--- src/rtl/y86_iram_loader.sv ---
// Host byte-stream loader for the y86 IRAM: parses SYNC/ADDR/LEN/payload frames into byte writes
// and holds the CPU in reset until the first good frame. Define Y86_LOADER_CHECKSUM_EN for a trailing CSUM byte.
module y86_iram_loader #(
  parameter logic [7:0]  SYNC_BYTE  = 8'hA5,
  parameter logic [31:0] ADDR_LIMIT = 32'h0000_1000
) (
  input  logic        CLK,
  input  logic        RESET,
  input  logic [7:0]  rx_data,
  input  logic        rx_valid,
  output logic        rx_ready,
  output logic        mem_we,
  output logic [31:0] mem_addr,
  output logic [7:0]  mem_wdata,
  input  logic        mem_ready,
  output logic        cpu_hold,
  output logic        load_done,
  output logic        load_err
);

  typedef enum logic [2:0] {
    S_IDLE, S_ADDR, S_LEN, S_DATA, S_CSUM, S_DONE, S_ERR
  } state_t;

  state_t      state, state_n;
  logic [1:0]  byte_cnt, byte_cnt_n;
  logic [31:0] base, base_n;
  logic [7:0]  len_lo, len_lo_n;
  logic [15:0] remaining, remaining_n;
  logic [15:0] index, index_n;
  logic        ready_en;
  logic        mem_we_n;
  logic [31:0] mem_addr_n;
  logic [7:0]  mem_wdata_n;
  logic        cpu_hold_n;
  logic        load_done_n;
  logic        load_err_n;
  logic        payload_end;
  logic        frame_ok;
`ifdef Y86_LOADER_CHECKSUM_EN
  logic [7:0]  sum, sum_n;
`endif

  logic [15:0] len_full;
  logic        out_of_range;
  logic        write_busy;
  logic        xfer;

  // Little-endian LEN completes with the high byte; range check is 33 bits so it cannot wrap.
  assign len_full     = {rx_data, len_lo};
  assign out_of_range = ({1'b0, base} + {17'd0, len_full}) > {1'b0, ADDR_LIMIT};
  assign write_busy   = mem_we && !mem_ready;

  // Payload bytes stall while a write is outstanding or all bytes are already in.
  assign rx_ready = ready_en &&
                    ((state == S_DATA) ? (!write_busy && remaining != 16'd0)
                                       : (state != S_DONE));
  assign xfer     = rx_valid && rx_ready;

  always_comb begin
    state_n     = state;
    byte_cnt_n  = byte_cnt;
    base_n      = base;
    len_lo_n    = len_lo;
    remaining_n = remaining;
    index_n     = index;
    mem_we_n    = mem_we;
    mem_addr_n  = mem_addr;
    mem_wdata_n = mem_wdata;
    cpu_hold_n  = cpu_hold;
    load_done_n = 1'b0;
    load_err_n  = load_err;
    payload_end = 1'b0;
    frame_ok    = 1'b0;
`ifdef Y86_LOADER_CHECKSUM_EN
    sum_n       = sum;
`endif

    case (state)
      S_IDLE: begin
        if (xfer && rx_data == SYNC_BYTE) begin
          state_n    = S_ADDR;
          byte_cnt_n = 2'd0;
        end
      end

      S_ADDR: begin
        if (xfer) begin
          base_n = {rx_data, base[31:8]};
          if (byte_cnt == 2'd3) begin
            state_n    = S_LEN;
            byte_cnt_n = 2'd0;
          end else begin
            byte_cnt_n = byte_cnt + 2'd1;
          end
        end
      end

      S_LEN: begin
        if (xfer) begin
          len_lo_n = rx_data;
          if (byte_cnt == 2'd1) begin
            byte_cnt_n = 2'd0;
            if (out_of_range) begin
              state_n    = S_ERR;
              load_err_n = 1'b1;
            end else if (len_full == 16'd0) begin
              payload_end = 1'b1;
            end else begin
              state_n     = S_DATA;
              remaining_n = len_full;
              index_n     = 16'd0;
            end
          end else begin
            byte_cnt_n = 2'd1;
          end
        end
      end

      S_DATA: begin
        if (mem_we && mem_ready)
          mem_we_n = 1'b0;
        if (xfer) begin
          mem_we_n    = 1'b1;
          mem_addr_n  = base + {16'd0, index};
          mem_wdata_n = rx_data;
          index_n     = index + 16'd1;
          remaining_n = remaining - 16'd1;
`ifdef Y86_LOADER_CHECKSUM_EN
          sum_n       = sum + rx_data;
`endif
        end else if (remaining == 16'd0 && !write_busy) begin
          mem_we_n    = 1'b0;
          payload_end = 1'b1;
        end
      end

`ifdef Y86_LOADER_CHECKSUM_EN
      S_CSUM: begin
        if (xfer) begin
          if (rx_data == sum) begin
            frame_ok = 1'b1;
          end else begin
            state_n    = S_ERR;
            load_err_n = 1'b1;
          end
        end
      end
`endif

      S_DONE: begin
        state_n     = S_IDLE;
        byte_cnt_n  = 2'd0;
        index_n     = 16'd0;
        remaining_n = 16'd0;
`ifdef Y86_LOADER_CHECKSUM_EN
        sum_n       = 8'd0;
`endif
      end

      S_ERR: begin
        mem_we_n = 1'b0;
      end

      default: state_n = S_IDLE;
    endcase

`ifdef Y86_LOADER_CHECKSUM_EN
    if (payload_end)
      state_n = S_CSUM;
`else
    if (payload_end)
      frame_ok = 1'b1;
`endif

    // A good frame releases the CPU for good; later frames reload under a running CPU.
    if (frame_ok) begin
      state_n     = S_DONE;
      load_done_n = 1'b1;
      cpu_hold_n  = 1'b0;
    end
  end

  always_ff @(posedge CLK) begin
    if (RESET) begin
      state     <= S_IDLE;
      byte_cnt  <= 2'd0;
      base      <= 32'd0;
      len_lo    <= 8'd0;
      remaining <= 16'd0;
      index     <= 16'd0;
      ready_en  <= 1'b0;
      mem_we    <= 1'b0;
      mem_addr  <= 32'd0;
      mem_wdata <= 8'd0;
      cpu_hold  <= 1'b1;
      load_done <= 1'b0;
      load_err  <= 1'b0;
`ifdef Y86_LOADER_CHECKSUM_EN
      sum       <= 8'd0;
`endif
    end else begin
      state     <= state_n;
      byte_cnt  <= byte_cnt_n;
      base      <= base_n;
      len_lo    <= len_lo_n;
      remaining <= remaining_n;
      index     <= index_n;
      ready_en  <= 1'b1;
      mem_we    <= mem_we_n;
      mem_addr  <= mem_addr_n;
      mem_wdata <= mem_wdata_n;
      cpu_hold  <= cpu_hold_n;
      load_done <= load_done_n;
      load_err  <= load_err_n;
`ifdef Y86_LOADER_CHECKSUM_EN
      sum       <= sum_n;
`endif
    end
  end

endmodule

--- config.mk ---
export PLATFORM = sky130hd
export DESIGN_NAME = y86_iram_loader
export DESIGN_NICKNAME = d
export VERILOG_FILES = /design/src/rtl/y86_iram_loader.sv
export SDC_FILE = /design/constraint.sdc
export NUM_CORES = 1
export LEC_CHECK = 0
export BUFFER_PORTS_ARGS = -buffer_cell sky130_fd_sc_hd__buf_2
export CORE_ASPECT_RATIO = 1.2
export CORE_MARGIN = 10
export CORE_UTILIZATION = 55
export DETAILED_ROUTE_END_ITERATION = 7
export PLACE_DENSITY = 0.77
export SETUP_SLACK_MARGIN = 0.4
export SYNTH_ARGS = -nofsm -noshare
export SYNTH_HDL_FRONTEND = slang
export SYNTH_SLANG_ARGS = --single-unit
--- constraint.sdc ---
create_clock -name CLK -period 4.4 [get_ports CLK]
set_input_delay 0.44 -clock CLK [delete_from_list [all_inputs] [get_ports CLK]]
set_output_delay 0.44 -clock CLK [all_outputs]
set_load 0.01 [all_outputs]
==> run_results.csv, run 1 <==
group,metric,value,unit
status,status,"complete, no violations",
placement,gp_congestion,0.947,
cts,clk_path_buf_depth,2,
die,die_w,130,um
drt,route.detailed.drc,0,
placement,io_buffer_count,56,
hold_path,hold_start,"mem_addr[5]$_SDFFE_PP0P_",
drt,ant_nets,0,
yosys,ys.flop_type,"dfxtp_1",
yosys,synth.yosys.seq_area_share,0.307,
die,pin_count,57,
drt,wl_met2,13000,um
worst_setup_path,cp-end-kind,"flop",
worst_setup_path,worst-r2r-cell-count,11,
yosys,syn_nets,1111,
timing,maxSlewViolCount,0,
yosys,synth_top_area_frac,0.307,
timing,finalHoldViolCount,0,
yosys,synth.ff_latch_count,122,
drt,wl_per_cell,20.3,um
drt,first_pass_iters,6,
power,p_leak,0.00360,uW
timing,rsz0062_at_grt,"yes",
layout,layoutNonFillerInstCount,1340,
power,p_switching,642,uW
yosys,syn_inst,1061,
timing,hold_slack,0.446,ns
yosys,async_flop_share,0,
cts,numCtsBuffers,17,
die,core_area,14300,um^2
power,p_clk_frac,0.535,
power,p_per_area,279,nW/um^2
die,die_y,152,um
layout,fin_util,0.680,
hold_path,min_to,"mem_addr[5]$_SDFFE_PP0P_",
cts,clk_latency,0.42,ns
hold_path,min_path_type,"reg2reg",
drt,wl_met3,2120,um
timing,period_minus_slack,4.00,ns
yosys,synthTopCellsByArea,"dfxtp_1 (31%), nand2_1 (7.7%), a21oi_1 (7.7%), ha_1 (5.7%), nor2_1 (4.5%)",
cts,clk_pin_slew,0.06,ns
yosys,synth_area,7950,um^2
worst_setup_path,reg2reg_slack,0.40,ns
global_routing,grt_pass1_wl,42600,um
layout,drive_gt1_frac,0.191,
layout,antennaDiodeCount,0,
worst_setup_path,start_kind,"flop",
worst_setup_path,rr_startpoint,"base[2]$_SDFFE_PP0P_",
layout,regArea,2450,um^2
die,dieArea,19700,um^2
drt,vias,8682,
timing,max_freq,0.250,GHz
global_routing,grt_max_degree,63,
yosys,yosysWarnings,0,
power,intPower,2070,uW
die,start_util,0.556,
worst_setup_path,path_class,"reg2reg",
yosys,syn_avg_cell_area,7.49,um^2
cts,cts-root-buf,"clkbuf_16",
yosys,synth_top_area_cell,"dfxtp_1",
cts,h-tree-depth,4,
layout,final_area,9720,um^2
power,switching_share,0.237,
cts,tritoncts,"built",
global_routing,overflow,0,
timing,worst_pin_slew,1.01,ns
power,ir_drop,0.257,mV
global_routing,antenna_found_initial,0,
placement,dpl_cell_area,8810,um^2
die,num_rows,48,
timing,skew,0.0118,ns
global_routing,grt_usage,0.272,
worst_setup_path,cp.required,4.75,ns
worst_setup_path,critPathArrivalTime,4.35,ns
layout,area_delta_synth_final,22.4,%
layout,multi_input_area,5380,um^2
power,seq_power_share,0.410,
worst_setup_path,r2r-end,"index[15]$_SDFFE_PP0P_",
timing,finalCritPeriodShare,0.909,
yosys,synth_edf_count,0,
drt,first_iter_violations,938,
layout,nets,1202,
hold_path,hold_depth,2,
drt,drt-vias-per-instance,6.48,
yosys,yosysUniqueCellTypes,74,
drt,drt-met1-wl,10200,um
power,combPwrFrac,0.055,
placement,dp_hpwl,19500,um
worst_setup_path,cp_max_fo,5,
timing,slew-limit-headroom,0.311,
drt,wirelength,27200,um
cts,clock-sinks,122,
timing,finalSetupViolCount,0,
run,max-cap-violations,0,
placement,dp_cells,1300,
layout,nFillCells,1223,
drt,top_layer_used,"met4",
global_routing,grt_pass1_vias,8069,
routing by layer:
layer	GRT usage	up-vias
li1	-	4078
met1	0.308	4023
met2	0.460	444
met3	0.0484	137
met4	0.179	0
met5	0	-
critical path, stage by stage (launching register included):
cell	delay [ns]
dfxtp_1	0.47
ha_1	0.33
o211ai_1	0.17
o21ai_1	0.30
or3b_2	0.53
nand4_1	0.11
o31a_1	0.16
or4b_1	0.43
or4b_4	0.55
o21a_4	0.26
or4_1	0.48
a21oi_1	0.13
flip-flops by register name, summed over array words and instances (netlist names), 2 cells and up:
name / flops
base: 32
byte_cnt: 2
index: 16
len_lo: 8
mem_addr: 32
mem_wdata: 8
remaining: 16
state: 3
logic make-up (layout without fill, tap and decap cells):
group | Yosys count | in the layout | share of synthesized area
AO/OA/AOI/OAI | 320 | 321 | 0.262
XOR/XNOR | 39 | 39 | 0.0430
adder cells (fa/ha/maj) | 38 | 38 | 0.0617
buffers and inverters | 94 | 197 | 0.0480
flip-flops | 122 | 122 | 0.307
multiplexers | 12 | 12 | 0.0153
AND/OR/NAND/NOR | 436 | 436 | 0.263
cells in the final DEF, fill, tap and decap left out, drive strengths merged, types with 26 or more instances in the layout:
| cell | n |
|---|---|
| nor2 | 96 |
| xnor2 | 32 |
| a211oi | 35 |
| buf | 139 |
| dfxtp | 122 |
| inv | 26 |
| a21oi | 122 |
| o21ai | 41 |
| nor3 | 38 |
| nand2 | 163 |
| ha | 36 |
what timing repair did:
action	in CTS	in global routing
hold buffers	0	0
pin swaps	19	15
gates resized for setup	32	21
setup buffers	4	1
gates cloned	1	2
endpoints found under the setup margin	37	38
power by group through the flow:
stage,combinational [uW],sequential [uW],clock (uW)
after floorplan,85.1,1130,0
after global placement,139,1140,0
after detailed placement,138,1140,0
after CTS,144,1110,1460
after global routing,159,1110,1520
final,150,1110,1450
Yosys cell counts, drive strengths merged, types with 3 or more instances:
| cell | number |
|---|---|
| nand4 | 15 |
| a2111oi | 5 |
| a211oi | 35 |
| dfxtp | 122 |
| or3 | 14 |
| a22oi | 11 |
| a21oi | 122 |
| a32o | 3 |
| xnor2 | 32 |
| o31ai | 7 |
| a41o | 3 |
| o211ai | 8 |
| clkbuf | 48 |
| nor2b | 10 |
| o31a | 6 |
| and4 | 5 |
| o41ai | 5 |
| nor2 | 96 |
| a31oi | 6 |
| a32oi | 3 |
| or4b | 4 |
| mux2i | 11 |
| nor3b | 3 |
| a311oi | 5 |
| o2111ai | 7 |
| ha | 36 |
| a21o | 10 |
| o311ai | 4 |
| buf | 21 |
| nand3b | 6 |
| and2 | 8 |
| inv | 23 |
| nand3 | 21 |
| or4 | 5 |
| nor4 | 15 |
| o22ai | 5 |
| nand2b | 11 |
| a21boi | 5 |
| nor3 | 38 |
| and3 | 15 |
| o21a | 11 |
| nand2 | 163 |
| xor2 | 7 |
| a31o | 3 |
| o21ai | 41 |
how the worst max path moves through the flow:
| stage | from | endpoint | slack (ns) | depth (start not counted) |
|---|---|---|---|---|
| 2_1_floorplan | rx_data[4] | index[13]$_SDFFE_PP0P_ | 0.40 | 12 |
| 3_3_place_gp | rx_data[5] | index[15]$_SDFFE_PP0P_ | 0.04 | 12 |
| 3_5_place_dp | rx_data[5] | remaining[9]$_SDFFE_PP0P_ | -0.02 | 13 |
| 4_1_cts | base[14]$_SDFFE_PP0P_ | index[15]$_SDFFE_PP0P_ | 0.37 | 11 |
| 5_1_grt | base[0]$_SDFFE_PP0P_ | remaining[5]$_SDFFE_PP0P_ | 0.27 | 15 |
| 6_report | base[2]$_SDFFE_PP0P_ | index[15]$_SDFFE_PP0P_ | 0.40 | 11 |
cell type report:
cell class                      instances  share of cell area
Multi-Input combinational cell        846               0.553
Sequential cell                       122               0.252
Timing Repair Buffer                  140               0.100
Clock buffer                           20              0.0459
Tap cell                              175              0.0225
Clock inverter                         12              0.0167
Inverter                               25             0.00965
metrics by stage:
step	setup slack [ns]	TNS (ns)	total power [uW]
2_1_floorplan	0.404	0	1220
3_3_place_gp	0.0432	0	1280
3_5_place_dp	-0.0183	-0.0183	1280
4_1_cts	0.369	0	2710
5_1_grt	0.265	0	2790
6_report	0.399	0	2710
(Power assumes the default switching activity.)
==> run 2: changes to the inputs <==
Settings changed: CELL_PAD_IN_SITES_DETAIL_PLACEMENT set to 0, CELL_PAD_IN_SITES_GLOBAL_PLACEMENT set to 1, CORE_UTILIZATION 55 to 41, GPL_ROUTABILITY_DRIVEN set to 0, PLACE_DENSITY 0.77 to unset, PLACE_DENSITY_LB_ADDON set to 0.1.
==> run_results.csv, run 2 (same netlist as run 1, synthesis figures left out) <==
group,metric,value,unit
status,status,"complete, no violations",
layout,layoutNonFillerInstCount,1436,
die,dieArea,25400,um^2
drt,drt-vias-per-instance,5.89,
global_routing,grt_pass1_wl,45700,um
cts,clk_pin_slew,0.06,ns
timing,finalCritPeriodShare,0.942,
cts,cts-root-buf,"clkbuf_16",
drt,route.detailed.drc,0,
cts,clock-sinks,122,
cts,clk_path_buf_depth,2,
worst_setup_path,cp_max_fo,6,
timing,max_freq,0.241,GHz
power,p_leak,0.00372,uW
cts,numCtsBuffers,17,
layout,reg.largest.list,"base (32), mem_addr (32)",
drt,vias,8462,
timing,rsz0062_at_grt,"yes",
cts,clk_latency,0.43,ns
worst_setup_path,start_kind,"flop",
layout,nets,1217,
global_routing,overflow,0,
layout,area_delta_synth_final,26.4,%
timing,slew-limit-headroom,0.241,
die,core_area,19000,um^2
drt,ant_nets,0,
die,num_rows,55,
drt,wirelength,29400,um
global_routing,antenna_found_initial,0,
power,ir_drop,0.293,mV
die,die_w,147,um
power,p_per_area,269,nW/um^2
placement,io_buffer_count,56,
worst_setup_path,cp.required,4.68,ns
die,start_util,0.418,
cts,h-tree-depth,4,
timing,hold_slack,0.446,ns
hold_path,min_path_type,"reg2reg",
layout,antennaDiodeCount,0,
global_routing,grt_pass1_vias,7966,
layout,drive_gt1_frac,0.222,
timing,period_minus_slack,4.14,ns
run,max-cap-violations,0,
timing,worst_pin_slew,1.13,ns
layout,layout_common_cells,"nand2_1 (163), dfxtp_1 (117), a21oi_1 (104)",
drt,first_pass_iters,5,
timing,maxSlewViolCount,0,
placement,dp_hpwl,21600,um
layout,final_common_cell,"nand2_1",
worst_setup_path,critPathArrivalTime,4.43,ns
worst_setup_path,cp-end-kind,"flop",
drt,first_iter_violations,696,
die,die_y,173,um
timing,finalSetupTns,0,ns
placement,dpl_cell_area,9020,um^2
global_routing,grt_max_degree,65,
timing,finalSetupViolCount,0,
layout,final_area,10000,um^2
timing,skew,0.0103,ns
global_routing,grt_usage,0.222,
drt,wl_per_cell,20.4,um
cts,tritoncts,"built",
placement,dp_cells,1396,
timing,finalHoldViolCount,0,
worst_setup_path,path_class,"reg2reg",
die,pin_count,57,
## run 2: layer usage
layer,GRT usage,share of wire
met1,0.280,0.44
met2,0.374,0.49
met3,0.0336,0.043
met4,0.0753,0.029
met5,0,0
## run 2: layout make-up
cell class | instances | area [um^2]
Clock buffer | 17 | 425
Clock inverter | 15 | 166
Fill cell | 1924 | 8950
Inverter | 25 | 93.8
Multi-Input combinational cell | 846 | 5490
Sequential cell | 122 | 2450
Tap cell | 256 | 320
Timing Repair Buffer | 155 | 1090
## run 2: timing repair
item,in CTS,in global routing
endpoints found under the setup margin,34,38
pin swaps,7,27
resized for setup,23,56
gates cloned,1,2
buffers inserted,3,2
hold buffers,0,0
endpoints found under the hold margin,0,0
## run 2: worst max-delay path, cell delays in order, from the launching register on
cell	delay (ns)
dfxtp_2	0.40
ha_1	0.34
buf_4	0.21
a211oi_1	0.07
a211oi_1	0.37
a211oi_2	0.16
buf_4	0.16
buf_4	0.14
and3_1	0.17
or4b_1	0.52
or4b_4	0.58
o21a_4	0.25
buf_12	0.14
o311ai_1	0.34
o41ai_1	0.15
## run 2: per-stage QoR
stage | setup WS [ns] | power, uW | util
after global routing | 0.152 | 2780 | 0.529
after detailed placement | 0.0390 | 1290 | 0.475
after CTS | 0.375 | 2710 | 0.513
final | 0.256 | 2700 | 0.529
after floorplan | 0.404 | 1220 | -
after global placement | 0.0553 | 1290 | 0.475
## run 2: final timing paths
| check | start | end | slack (ns) | depth (start not counted) |
|---|---|---|---|---|
| setup / recovery | base[7]$_SDFFE_PP0P_ | remaining[13]$_SDFFE_PP0P_ | 0.26 | 14 |
| hold / removal | mem_addr[6]$_SDFFE_PP0P_ | mem_addr[6]$_SDFFE_PP0P_ | 0.45 | 2 |
| setup reg to reg | base[7]$_SDFFE_PP0P_ | remaining[13]$_SDFFE_PP0P_ | 0.26 | 14 |
| hold reg to reg | mem_addr[6]$_SDFFE_PP0P_ | mem_addr[6]$_SDFFE_PP0P_ | 0.45 | 2 |
## run 2: report_power, final
part / internal [uW] / switching, uW
clock: 843 / 581
combinational: 57.7 / 109
sequential: 1110 / 4.41
